--- config.mk ---
export PLATFORM = sky130hd
export DESIGN_NAME = pipe_ctrl
export DESIGN_NICKNAME = d
export VERILOG_FILES = /design/src/rtl/pipe_ctrl_pkg.sv /design/src/rtl/pipe_ctrl_perf.sv /design/src/rtl/pipe_ctrl.sv
export SDC_FILE = /design/constraint.sdc
export NUM_CORES = 1
export LEC_CHECK = 0
export ABC_AREA = 1
export BUFFER_PORTS_ARGS = -buffer_cell sky130_fd_sc_hd__buf_4
export CAP_MARGIN = 20
export CORE_MARGIN = 3
export CORE_UTILIZATION = 28
export CTS_CLUSTER_DIAMETER = 40
export DETAILED_ROUTE_END_ITERATION = 16
export PLACE_DENSITY = 0.6
export SLEW_MARGIN = 20
export SYNTH_ARGS = -nofsm -noshare
export SYNTH_HDL_FRONTEND = slang
export SYNTH_HIERARCHICAL = 1
export SYNTH_SLANG_ARGS = --single-unit
--- constraint.sdc ---
create_clock -name clk_i -period 2 [get_ports clk_i]
set_clock_uncertainty 0.05 [all_clocks]
set_input_delay 0.1 -clock clk_i [delete_from_list [all_inputs] [get_ports clk_i]]
set_output_delay 0.1 -clock clk_i [all_outputs]
set_load 0.1 [all_outputs]
--- src/rtl/pipe_ctrl_pkg.sv ---
// Shared HOLD_BUS encodings and FSM state type for the pipeline hold/flush controller.
package pipe_ctrl_pkg;

  localparam int unsigned HOLD_BUS_W  = 3;
  localparam int unsigned INST_ADDR_W = 32;

  // Encodings must stay aligned with the HOLD_BUS values in defines.v
  localparam logic [HOLD_BUS_W-1:0] HOLD_NONE  = 3'd0;
  localparam logic [HOLD_BUS_W-1:0] HOLD_PC    = 3'd1;
  localparam logic [HOLD_BUS_W-1:0] HOLD_IF_ID = 3'd2;
  localparam logic [HOLD_BUS_W-1:0] HOLD_ID_EX = 3'd3;

  typedef enum logic [1:0] {
    IDLE      = 2'd0,
    FLUSH     = 2'd1,
    STALL_EX  = 2'd2,
    STALL_BUS = 2'd3
  } pipe_ctrl_state_e;

endpackage

--- src/rtl/pipe_ctrl_perf.sv ---
// Free-running flush/stall cycle counters; wrap at 2^CNT_W, synchronous active-low clear.
module pipe_ctrl_perf #(
  parameter int unsigned CNT_W = 32
) (
  input  logic             clk_i,
  input  logic             rst_n_i,
  input  logic             flush_cyc_i,
  input  logic             stall_cyc_i,
  output logic [CNT_W-1:0] flush_cnt_o,
  output logic [CNT_W-1:0] stall_cnt_o
);

  logic [CNT_W-1:0] r_flush_cnt;
  logic [CNT_W-1:0] r_stall_cnt;

  always_ff @(posedge clk_i) begin
    if (!rst_n_i) begin
      r_flush_cnt <= '0;
      r_stall_cnt <= '0;
    end else begin
      if (flush_cyc_i) r_flush_cnt <= r_flush_cnt + CNT_W'(1);
      if (stall_cyc_i) r_stall_cnt <= r_stall_cnt + CNT_W'(1);
    end
  end

  assign flush_cnt_o = r_flush_cnt;
  assign stall_cnt_o = r_stall_cnt;

endmodule

--- src/rtl/pipe_ctrl.sv ---
// Pipeline hold/flush controller: merges jump, EX-busy and bus-wait into hold_flag_o and PC redirect.
// Optional perf counters enabled by defining PIPE_CTRL_PERF_EN.
module pipe_ctrl
  import pipe_ctrl_pkg::*;
#(
  parameter int unsigned FLUSH_CYCLES  = 1,
  parameter int unsigned STALL_TIMEOUT = 1024,
  parameter int unsigned CNT_W         = 32
) (
  input  logic                   clk_i,
  input  logic                   rst_n_i,
  input  logic                   jump_req_i,
  input  logic [INST_ADDR_W-1:0] jump_addr_i,
  input  logic                   ex_hold_req_i,
  input  logic                   bus_hold_req_i,
  output logic [HOLD_BUS_W-1:0]  hold_flag_o,
  output logic                   jump_flag_o,
  output logic [INST_ADDR_W-1:0] jump_addr_o,
  output logic                   stall_timeout_o,
  output logic [CNT_W-1:0]       flush_cnt_o,
  output logic [CNT_W-1:0]       stall_cnt_o
);

  localparam int unsigned STALL_W = $clog2(STALL_TIMEOUT + 1);
  localparam int unsigned REM_W   = (FLUSH_CYCLES > 1) ? $clog2(FLUSH_CYCLES) : 1;
  localparam bit          FLUSH_EN = (FLUSH_CYCLES > 1);
  localparam logic [REM_W-1:0]   REM_LOAD  = REM_W'(FLUSH_CYCLES - 1);
  localparam logic [STALL_W-1:0] STALL_MAX = STALL_W'(STALL_TIMEOUT);

  pipe_ctrl_state_e r_state, w_state_d, w_rest_state;
  logic [REM_W-1:0]   r_flush_rem, w_flush_rem_d;
  logic [STALL_W-1:0] r_stall_cnt, w_stall_cnt_d;
  logic               r_timeout;
  logic               w_in_flush, w_flush_cyc, w_stall_cyc;

  assign w_in_flush  = (r_state == FLUSH);
  assign w_flush_cyc = jump_req_i | w_in_flush;
  // A stall cycle is one whose hold comes from ex/bus, not from a jump or flush
  assign w_stall_cyc = ~w_flush_cyc & (ex_hold_req_i | bus_hold_req_i);

  always_comb begin
    w_rest_state = IDLE;
    if (ex_hold_req_i)       w_rest_state = STALL_EX;
    else if (bus_hold_req_i) w_rest_state = STALL_BUS;
  end

  always_comb begin
    w_state_d     = w_rest_state;
    w_flush_rem_d = '0;
    if (jump_req_i) begin
      if (FLUSH_EN) begin
        w_state_d     = FLUSH;
        w_flush_rem_d = REM_LOAD;
      end
    end else if (w_in_flush && (r_flush_rem > REM_W'(1))) begin
      w_state_d     = FLUSH;
      w_flush_rem_d = r_flush_rem - REM_W'(1);
    end
  end

  always_comb begin
    w_stall_cnt_d = '0;
    if (w_stall_cyc) begin
      w_stall_cnt_d = (r_stall_cnt == STALL_MAX) ? r_stall_cnt : r_stall_cnt + STALL_W'(1);
    end
  end

  always_ff @(posedge clk_i) begin
    if (!rst_n_i) begin
      r_state     <= IDLE;
      r_flush_rem <= '0;
      r_stall_cnt <= '0;
      r_timeout   <= 1'b0;
    end else begin
      r_state     <= w_state_d;
      r_flush_rem <= w_flush_rem_d;
      r_stall_cnt <= w_stall_cnt_d;
      if (w_stall_cnt_d == STALL_MAX) r_timeout <= 1'b1;
    end
  end

  always_comb begin
    hold_flag_o = HOLD_NONE;
    jump_flag_o = 1'b0;
    jump_addr_o = '0;
    if (jump_req_i) begin
      hold_flag_o = HOLD_ID_EX;
      jump_flag_o = 1'b1;
      jump_addr_o = jump_addr_i;
    end else if (w_in_flush || ex_hold_req_i) begin
      hold_flag_o = HOLD_ID_EX;
    end else if (bus_hold_req_i) begin
      hold_flag_o = HOLD_PC;
    end
  end

  assign stall_timeout_o = r_timeout;

`ifdef PIPE_CTRL_PERF_EN
  pipe_ctrl_perf #(
    .CNT_W(CNT_W)
  ) u_perf (
    .clk_i      (clk_i),
    .rst_n_i    (rst_n_i),
    .flush_cyc_i(w_flush_cyc),
    .stall_cyc_i(w_stall_cyc),
    .flush_cnt_o(flush_cnt_o),
    .stall_cnt_o(stall_cnt_o)
  );
`else
  assign flush_cnt_o = '0;
  assign stall_cnt_o = '0;
`endif

endmodule
==> results.sh, run 1 <==
export IMPL_cp_max_fo=5
export IMPL_antenna_cells=0
export IMPL_top_layer="met4"
export IMPL_synth_edf_count=0
export IMPL_finalNonFillerCells=403
export IMPL_hold_violations=0
export IMPL_area_growth_synth_to_final_pct=24.23
export IMPL_io_pins=138
export IMPL_portBuffers=72
export IMPL_worstPathArrival_ns=1.69
export IMPL_hp_class="primary input to register"
export IMPL_yosysTopAreaCell="buf_4"
export IMPL_fmax_ghz=0.6381
export IMPL_initial_core_util_pct=29.27
export IMPL_status="complete, no violations"
export IMPL_gr_usage_all_layers_pct=9.019
export IMPL_yosysWarnings=6
export IMPL_hold_depth=3
export IMPL_setup_viol=0
export IMPL_grt_pass1_wl_mm=4.926
export IMPL_ys_types=28
export IMPL_synthesis_area_sq_mm=0.001632
export IMPL_yosys_top_cells_area="buf_4, dfxtp_1, nand2_1"
export IMPL_die_area_sq_mm=0.006779
export IMPL_maxCapViolations=0
export IMPL_grt_overflow=0
export IMPL_yosysMostFrequentCell="buf_4"
export IMPL_rr_worst_depth=10
export IMPL_worstSetupStartpoint="r_stall_cnt[0]$_SDFF_PN0_"
export IMPL_wl_mm=3.653
export IMPL_avgViaCountPerCell=3.643
export IMPL_core_area_sq_mm=0.005574
export IMPL_dp_cells=399
export IMPL_cts_max_level=1
export IMPL_firstDrtPassIters=4
export IMPL_path_clk_slew_ns=0.05
export IMPL_die_w_um=82.34
export IMPL_critPathKind="register to register"
export IMPL_antenna_found_initial=0
export IMPL_rsz0062_at_grt="no"
export IMPL_worstSetupEndpointType="register"
export IMPL_wl_per_cell_um=9.065
export IMPL_num_vias=1468
export IMPL_num_fill_cells=597
export IMPL_critPathRequiredTime_ns=2.12
export IMPL_start_kind="register"
export IMPL_synth_seq_cells=14
export IMPL_post_route_period_util_pct=78.35
export IMPL_grt_pass1_vias=1104
export IMPL_synthArstFlopShare_pct=0
export IMPL_clock_latency_ns=0.24
export IMPL_fin_crit_ns=1.567
export IMPL_synth_top_cells_by_count="buf_4, nand2_1, inv_1"
export IMPL_drt_iter0_markers=22
export IMPL_ir_drop_v=0.0003703
export IMPL_syn_area_per_cell_sq_um=6.204
export IMPL_routabilityCongestion=0.7809
export IMPL_r2r_start="r_stall_cnt[0]$_SDFF_PN0_"
export IMPL_synth_seq_area_share_pct=17.18
export IMPL_hp_start="bus_hold_req_i"
export IMPL_grt_max_degree=35
export IMPL_fp_dieH_um=82.34
export IMPL_wl_met1_mm=1.415
export IMPL_nets=372
export IMPL_cts_sinks=14
export IMPL_wl_met2_mm=1.903
export IMPL_p_leak_uw=0.001288
export IMPL_finalMaxSlewViolations=0
export IMPL_final_setup_tns_ns=0
export IMPL_drc=0
export IMPL_place_hpwl_mm=3.077
export IMPL_hold_ws_ns=0.1536
export IMPL_cts_buffers=3
export IMPL_cts_tree="built"
export IMPL_cts_setup_buffers=0
export IMPL_drtAntennaViolNets=0
export IMPL_rows=27
export IMPL_power_density_mw_per_mm2=740.1
export IMPL_drive_gt1_share_pct=29.00
export IMPL_ys_flop_type="dfxtp_1"
export IMPL_syn_inst=263
export IMPL_met3_length_um=322
export IMPL_cts_buffer_depth=2
export IMPL_yosys_area_top_type_share_pct=30.37
export IMPL_cts_root_buf="clkbuf_8"
==> sequential cells by signal, indices dropped and copies added, names as in the netlist <==
signal           cells
r_state              2
r_stall_cnt         11
stall_timeout_o      1
==> metal layers <==
layer | global-route usage [%] | vias to the layer above
li1 | - | 773
met1 | 11.75 | 622
met2 | 15.38 | 71
met3 | 1.410 | 2
met4 | 2.326 | 0
met5 | 0 | -
==> layout by cell type, fill, tap and decap left out, types with 2 or more instances in the layout <==
cell	netlist	final
xor2_1	3	3
nand2_2	5	5
nor2_1	22	22
nand3_2	3	3
ha_1	2	2
buf_4	66	72
nor2_2	3	3
nand3_1	13	13
clkbuf_8	0	3
nor2_4	2	2
nor3_1	2	2
dfxtp_1	14	14
nand4_1	4	4
conb_1	1	65
inv_2	3	3
inv_1	46	46
nand2_1	59	59
==> layout make-up <==
cell class	count	area [sq um]	share of cell area (%)
Multi-Input combinational cell	192	880.8	43.46
Sequential cell	14	280.3	13.83
Clock buffer	3	41.29	2.037
Tap cell	72	90.09	4.444
Inverter	49	183.9	9.074
Timing Repair Buffer	73	550.5	27.16
==> report_power, final <==
group | switching (uW) | leakage (uW) | total (uW) | internal, uW
clock network | 90.7 | 0.0000216 | 224 | 133
logic | 878 | 0.00115 | 991 | 112
registers | 2.95 | 0.000113 | 286 | 283
==> critical path, cell delays in order (launching register included) <==
cell and delay, ns:
dfxtp_1 0.39, ha_1 0.26, nand2_1 0.09, inv_2 0.09, nand2_1 0.06, xor2_1 0.15
nand2_1 0.07, nand2_1 0.06, nor2_2 0.09, nand3_2 0.08, a21oi_2 0.10
==> final timing paths <==
check | to | slack, ns
setup / recovery | stall_timeout_o$_SDFFE_PN0N_ | 0.43
hold / removal | r_state[1]$_SDFF_PN0_ | 0.15
setup reg to reg | stall_timeout_o$_SDFFE_PN0N_ | 0.43
hold reg to reg | stall_timeout_o$_SDFFE_PN0N_ | 0.41
==> stage by stage <==
| step | power [uW] | instance area, sq um | util, % | setup slack, ns |
|---|---|---|---|---|
| finish | 1500 | 2027 | 36.36 | 0.4329 |
| global route | 1553 | 2027 | 36.36 | 0.2815 |
| floorplan | 1261 | 1872 | - | 0.5214 |
| global placement | 1278 | 1976 | 35.44 | 0.4926 |
| CTS | 1505 | 2027 | 36.36 | 0.4336 |
| detailed placement | 1279 | 1976 | 35.44 | 0.4577 |
==> logic make-up (layout without fill, tap and decap cells) <==
| logic type | Yosys count | after routing | share of synthesized area (%) |
|---|---|---|---|
| other cells | 1 | 65 | 0.2298 |
| compound gates | 5 | 5 | 2.838 |
| simple gates | 116 | 116 | 32.52 |
| xor+xnor | 4 | 4 | 2.148 |
| fa+ha+maj | 2 | 2 | 1.533 |
| buf+inv | 121 | 125 | 43.56 |
| flops | 14 | 14 | 17.18 |
==> what timing repair did <==
action                                 in CTS  in global routing
resized for setup                           0                  0
hold buffers                                1                  0
setup endpoints to repair                   0                  0
endpoints found under the hold margin       1                  0
(Power assumes the default switching activity.)
==> run 2: changes to the inputs <==
ABC_AREA = 0   (was 1)
PLACE_DENSITY = 0.62   (was 0.6)
clock period = 1.5 ns   (was 2 ns; I/O delays follow)
==> run 2 against run 1 <==
Effect of this change:
- the run now ends with negative setup slack left
- count of clock-buffer cells in the layout is 1 higher
- largest cell class unchanged
- global-route usage is 1.4 points higher
- worst hold slack worse by 0.15 ns
==> results.sh, run 2 <==
export IMPL_core_area_sq_mm=0.004880
export IMPL_met3_usage_pct=2.752
export IMPL_crit_chain="ha_4 > nand4_1 > or4_4 > a21oi_2 > nand3_1 > o31ai_1"
export IMPL_drive_gt1_share_pct=41.84
export IMPL_cp_num_cells=6
export IMPL_yosys_top_cells_area="buf_4, dfxtp_1, and2_1"
export IMPL_portBuffers=72
export IMPL_antenna_cells=0
export IMPL_power_density_mw_per_mm2=948.5
export IMPL_grt_overflow=0
export IMPL_avgViaCountPerCell=3.828
export IMPL_p_switching_uw=1279
export IMPL_die_area_sq_mm=0.006107
export IMPL_cts_buffer_depth=2
export IMPL_firstDrtPassIters=4
export IMPL_fin_crit_ns=1.663
export IMPL_clock_latency_ns=0.24
export IMPL_synth_seq_cells=14
export IMPL_initial_core_util_pct=29.87
export IMPL_p_leak_uw=0.001052
export IMPL_largest_register_ff_count=11
export IMPL_fmax_ghz=0.6013
export IMPL_place_hpwl_mm=2.991
export IMPL_grt_pass1_wl_mm=5.216
export IMPL_cts_root_buf="clkbuf_8"
export IMPL_maxCapViolations=0
export IMPL_post_route_period_util_pct=110.9
export IMPL_violations="negative setup slack"
export IMPL_cts_tree="built"
export IMPL_num_fill_cells=499
export IMPL_ys_flop_type="dfxtp_1"
export IMPL_syn_area_per_cell_sq_um=7.514
export IMPL_area_growth_synth_to_final_pct=44.81
export IMPL_num_vias=1336
export IMPL_synth_seq_area_share_pct=19.23
export IMPL_final_cell_area_sq_mm=0.002111
export IMPL_ys_types=37
export IMPL_syn_inst=194
export IMPL_drt_iter0_markers=28
export IMPL_setup_viol=2
export IMPL_critPathRequiredTime_ns=1.61
export IMPL_cp_max_fo=5
export IMPL_yosysWarnings=6
export IMPL_yosysMostFrequentCell="buf_4"
export IMPL_synthArstFlopShare_pct=0
export IMPL_rows=25
export IMPL_wl_mm=3.700
export IMPL_p_int_uw=723.4
export IMPL_wl_per_cell_um=10.60
export IMPL_busiest_layer="met2"
export IMPL_fp_dieH_um=78.15
export IMPL_finalMaxSlewViolations=0
export IMPL_dp_slack_ns=-0.1617
export IMPL_postPlaceCellArea_sq_mm=0.001966
export IMPL_io_pins=138
export IMPL_synthesis_area_sq_mm=0.001458
export IMPL_grtUsageMet2_pct=18.66
export IMPL_cts_buffers=3
export IMPL_critPathKind="register to register"
export IMPL_hp_class="primary input to register"
export IMPL_p_seq_share_pct=18.5
export IMPL_switching_share_pct=63.86
export IMPL_cts_sinks=14
export IMPL_gr_usage_all_layers_pct=10.45
export IMPL_final_cell_mix="buf_4, conb_1, and2_1"
export IMPL_final_common_cell="buf_4"
export IMPL_antenna_found_initial=0
export IMPL_grt_util_met1_pct=11.44
export IMPL_synth_top_cells_by_count="buf_4, and2_1, nor2_1"
export IMPL_cp_top_family="simple AND/OR/NAND/NOR gates"
export IMPL_die_w_um=78.15
export IMPL_worstPathArrival_ns=1.77
export IMPL_ir_drop_v=0.0005321
export IMPL_p_clk_share_pct=15.8
export IMPL_rr_worst_depth=6
export IMPL_cpMaxStageDelayCell="or4_4"
export IMPL_grt_pass1_vias=1150
export IMPL_yosys_area_top_type_share_pct=34.51
export IMPL_start_kind="register"
export IMPL_crit_path_max_incr_delay_ns=0.44
export IMPL_setup_ws_ns=-0.1630
export IMPL_drtAntennaViolNets=0
export IMPL_rsz0062_at_grt="yes"
export IMPL_final_setup_tns_ns=-0.1690
export IMPL_hold_depth=3
export IMPL_worstSetupEndpointType="register"
export IMPL_regMostFlops="r_stall_cnt"
export IMPL_yosysTopAreaCell="buf_4"
export IMPL_synth_edf_count=0
export IMPL_hold_violations=0
export IMPL_nets=322
export IMPL_crit_buf_inv=0
export IMPL_cts_max_level=1
export IMPL_status="finished with violations"
export IMPL_grt_max_degree=35
export IMPL_path_clk_slew_ns=0.06
export IMPL_comb_power_share_pct=65.7
export IMPL_routabilityCongestion=0.8680
export IMPL_drc=0
==> run 2: changes by cell type in the layout (fill, tap and decap cells not counted), sizes merged, moves of 2 or more <==
cell,delta
and2,+33
nor2,-12
nand2,-57
or4,+2
buf,+19
inv,-45
or3,+2
nor4,+2
nand3,-9
o31ai,+2
o21ai,+2
xnor2,+2
==> run 2: tightest hold or removal path, cell delays in order <==
cell and delay (ns):
buf_4 0.09, nand2_1 0.04, nor2_1 0.06
==> run 2: per-stage QoR <==
stage	util, %	cells	power [uW]	hold WS [ns]
global route	43.26	349	2063	0.02445
floorplan	-	258	1656	0.09651
finish	43.26	349	2002	0.004038
CTS	42.08	349	2014	0.004816
global placement	40.28	342	1689	0.1995
detailed placement	40.28	342	1692	0.1997
==> run 2: cell families (layout without fill, tap and decap cells) <==
| family | after synthesis | count (layout) | synth area share (%) |
|---|---|---|---|
| mux | 1 | 1 | 0.7725 |
| simple gates | 82 | 82 | 31.93 |
| xor+xnor | 5 | 5 | 3.005 |
| fa+ha+maj | 2 | 2 | 1.716 |
| other cells | 1 | 65 | 0.2573 |
| buf+inv | 76 | 100 | 36.91 |
| flops | 14 | 14 | 19.23 |
| compound gates | 13 | 13 | 6.181 |
==> run 2: timing repair <==
action,in CTS,in global routing
endpoints found under the hold margin,1,0
hold buffers,1,0
pin swaps,2,4
gates cloned,0,0
gates resized for setup,6,17
endpoints found under the setup margin,3,5
buffers inserted,2,2
==> run 2: cell type report <==
cell class	count	area [sq um]	area share [%]
inverters	4	15.01	0.7113
multi-input cells	168	963.4	45.64
clock buffers	4	45.04	2.134
flip-flops and latches	14	306.5	14.52
repair buffers	92	696.9	33.02
well taps	67	83.83	3.972
==> run 2: final timing paths <==
kind	startpoint	endpoint	slack [ns]
worst min register to register	stall_timeout_o$_SDFFE_PN0N_	stall_timeout_o$_SDFFE_PN0N_	0.43
worst max register to register	r_stall_cnt[1]$_SDFF_PN0_	stall_timeout_o$_SDFFE_PN0N_	-0.16
worst min-delay path	bus_hold_req_i	r_state[0]$_SDFF_PP0_	0.004
worst max-delay path	r_stall_cnt[1]$_SDFF_PN0_	stall_timeout_o$_SDFFE_PN0N_	-0.16
==> run 2: routing by layer <==
metal | wire length, um | vias to the layer above
met3 | 354 | 4
met2 | 1907 | 69
met4 | 46 | 0
li1 | - | 673
met5 | 0 | -
met1 | 1392 | 590
==> run 2: power groups by stage <==
stage / clock network [uW] / logic [uW] / registers, uW
after floorplan: 0 / 1270 / 388
after global placement: 0 / 1300 / 388
after detailed placement: 0 / 1300 / 388
after CTS: 328 / 1310 / 378
after global routing: 344 / 1350 / 372
final: 316 / 1310 / 371
==> run 3: changes to the inputs <==
CORE_UTILIZATION = 33   (was 28)
PLACE_DENSITY = 0.72   (was 0.62)
==> run 3 against run 2 <==
Effect of this change:
- critical endpoint unchanged
- largest cell class unchanged
- sequential power is 2% higher
- cell area is 0.83% higher
- highest routed layer unchanged
- clock power is 16% higher
- the flow still finishes with violations (negative setup slack)
==> results.sh, run 3 (synthesis results as in run 2) <==
export IMPL_status="finished with violations"
export IMPL_violations="negative setup slack"
export IMPL_cp_max_fo=4
export IMPL_worstPathArrival_ns=1.73
export IMPL_cts_root_buf="clkbuf_8"
export IMPL_reg2reg_setup_slack_ns=-0.11
export IMPL_grt_overflow=0
export IMPL_antenna_found_initial=0
export IMPL_critPathKind="register to register"
export IMPL_multi_input_area_sq_um=963.4
export IMPL_ir_drop_v=0.0004683
export IMPL_final_cell_mix="buf_4, conb_1, and2_1"
export IMPL_wl_mm=3.728
export IMPL_num_vias=1355
export IMPL_regMostFlops="r_stall_cnt"
export IMPL_drt_iter0_markers=51
export IMPL_area_growth_synth_to_final_pct=46.01
export IMPL_initial_core_util_pct=35.18
export IMPL_core_area_sq_mm=0.004144
export IMPL_largest_register_ff_count=11
export IMPL_cts_buffers=3
export IMPL_start_kind="register"
export IMPL_die_w_um=72.46
export IMPL_fin_crit_ns=1.614
export IMPL_power_density_mw_per_mm2=974.9
export IMPL_maxCapViolations=0
export IMPL_cts_tree="built"
export IMPL_clock_latency_ns=0.25
export IMPL_num_fill_cells=398
export IMPL_drtAntennaViolNets=0
export IMPL_cts_sinks=14
export IMPL_cts_max_level=1
export IMPL_final_setup_tns_ns=-0.2749
export IMPL_dp_cells=327
export IMPL_hold_violations=0
export IMPL_grt_pass1_vias=1186
export IMPL_postPlaceCellArea_sq_mm=0.001959
export IMPL_r2r_start="r_stall_cnt[1]$_SDFF_PN0_"
export IMPL_fmax_ghz=0.6195
export IMPL_rows=23
export IMPL_regArea_sq_um=291.5
export IMPL_wl_per_cell_um=11.10
export IMPL_gr_usage_all_layers_pct=13.11
export IMPL_final_cell_area_sq_mm=0.002128
export IMPL_drc=0
export IMPL_fp_dieH_um=72.46
export IMPL_hold_ws_ns=0.03654
export IMPL_drive_gt1_share_pct=42.31
export IMPL_final_common_cell="buf_4"
export IMPL_p_leak_uw=0.001079
export IMPL_antenna_cells=0
export IMPL_finalMaxSlewViolations=0
export IMPL_grt_max_degree=20
export IMPL_nets=326
export IMPL_post_route_period_util_pct=107.6
export IMPL_grt_pass1_wl_mm=5.409
export IMPL_setup_ws_ns=-0.1143
export IMPL_hp_start="bus_hold_req_i"
export IMPL_setup_viol=4
export IMPL_cts_buffer_depth=2
export IMPL_critPathRequiredTime_ns=1.61
export IMPL_hold_end="r_state[1]$_SDFF_PN0_"
export IMPL_worstSetupEndpointType="register"
export IMPL_firstDrtPassIters=4
export IMPL_hold_depth=3
export IMPL_place_hpwl_mm=3.028
export IMPL_finalNonFillerCells=336
export IMPL_r2r_end="stall_timeout_o$_SDFFE_PN0N_"
export IMPL_routabilityCongestion=0.8436
export IMPL_portBuffers=72
export IMPL_rr_worst_depth=6
export IMPL_rsz0062_at_grt="yes"
export IMPL_io_pins=138
export IMPL_path_clk_slew_ns=0.06
export IMPL_die_area_sq_mm=0.005250
export IMPL_avgViaCountPerCell=4.033
export IMPL_hp_class="primary input to register"
## run 3: critical path, stage by stage, from the launching register on
cell and delay, ns:
dfxtp_2 0.35, ha_4 0.15, nand4_1 0.13, or4_4 0.46, a21oi_4 0.14, nand3_2 0.07, o31ai_1 0.19
## run 3: layout make-up
type	count	area share (%)
repair buffers	96	34.80
multi-input cells	168	45.27
well taps	50	2.939
inverters	4	0.7055
clock buffers	4	2.587
flip-flops and latches	14	13.70
## run 3: where the power goes
| part | internal, uW | leakage, uW | switching (uW) | total [uW] |
|---|---|---|---|---|
| combinational | 178 | 0.000933 | 1150 | 1330 |
| sequential | 376 | 0.000117 | 2.71 | 379 |
| clock | 233 | 0.0000288 | 135 | 368 |
## run 3: stage by stage
step                      worst slack, ns  power [uW]  util [%]
final                             -0.1143        2075     51.36
after global routing              -0.1770        2138     51.36
after CTS                         -0.1020        2074     50.21
after detailed placement          -0.1412        1694     47.28
after global placement           -0.06788        1691     47.28
after floorplan                  -0.04303        1656         -
## run 3: what timing repair did
action,CTS,global route
setup buffers,2,0
pin swaps,3,2
hold buffers,3,0
endpoints found under the hold margin,2,0
gates resized for setup,7,11
endpoints found under the setup margin,3,7
cloned,0,0
## run 3: routing by layer
| layer | global-route usage (%) | vias up | wire [um] |
|---|---|---|---|
| met2 | 25.78 | 68 | 2012 |
| li1 | - | 682 | - |
| met1 | 13.14 | 600 | 1289 |
| met3 | 3.324 | 5 | 383 |
| met4 | 4.508 | 0 | 42 |
| met5 | 0 | - | 0 |
## run 3: how the worst max path moves through the flow
stage                              start                            to  slack [ns]  cells past startpoint
5_1_grt        r_stall_cnt[1]$_SDFF_PN0_  stall_timeout_o$_SDFFE_PN0N_       -0.18                      6
6_report       r_stall_cnt[1]$_SDFF_PN0_  stall_timeout_o$_SDFFE_PN0N_       -0.11                      6
2_1_floorplan  r_stall_cnt[0]$_SDFF_PN0_  stall_timeout_o$_SDFFE_PN0N_       -0.04                      6
3_5_place_dp   r_stall_cnt[3]$_SDFF_PN0_  stall_timeout_o$_SDFFE_PN0N_       -0.14                      6
3_3_place_gp   r_stall_cnt[1]$_SDFF_PN0_  stall_timeout_o$_SDFFE_PN0N_       -0.07                      6
4_1_cts        r_stall_cnt[1]$_SDFF_PN0_  stall_timeout_o$_SDFFE_PN0N_       -0.10                      6
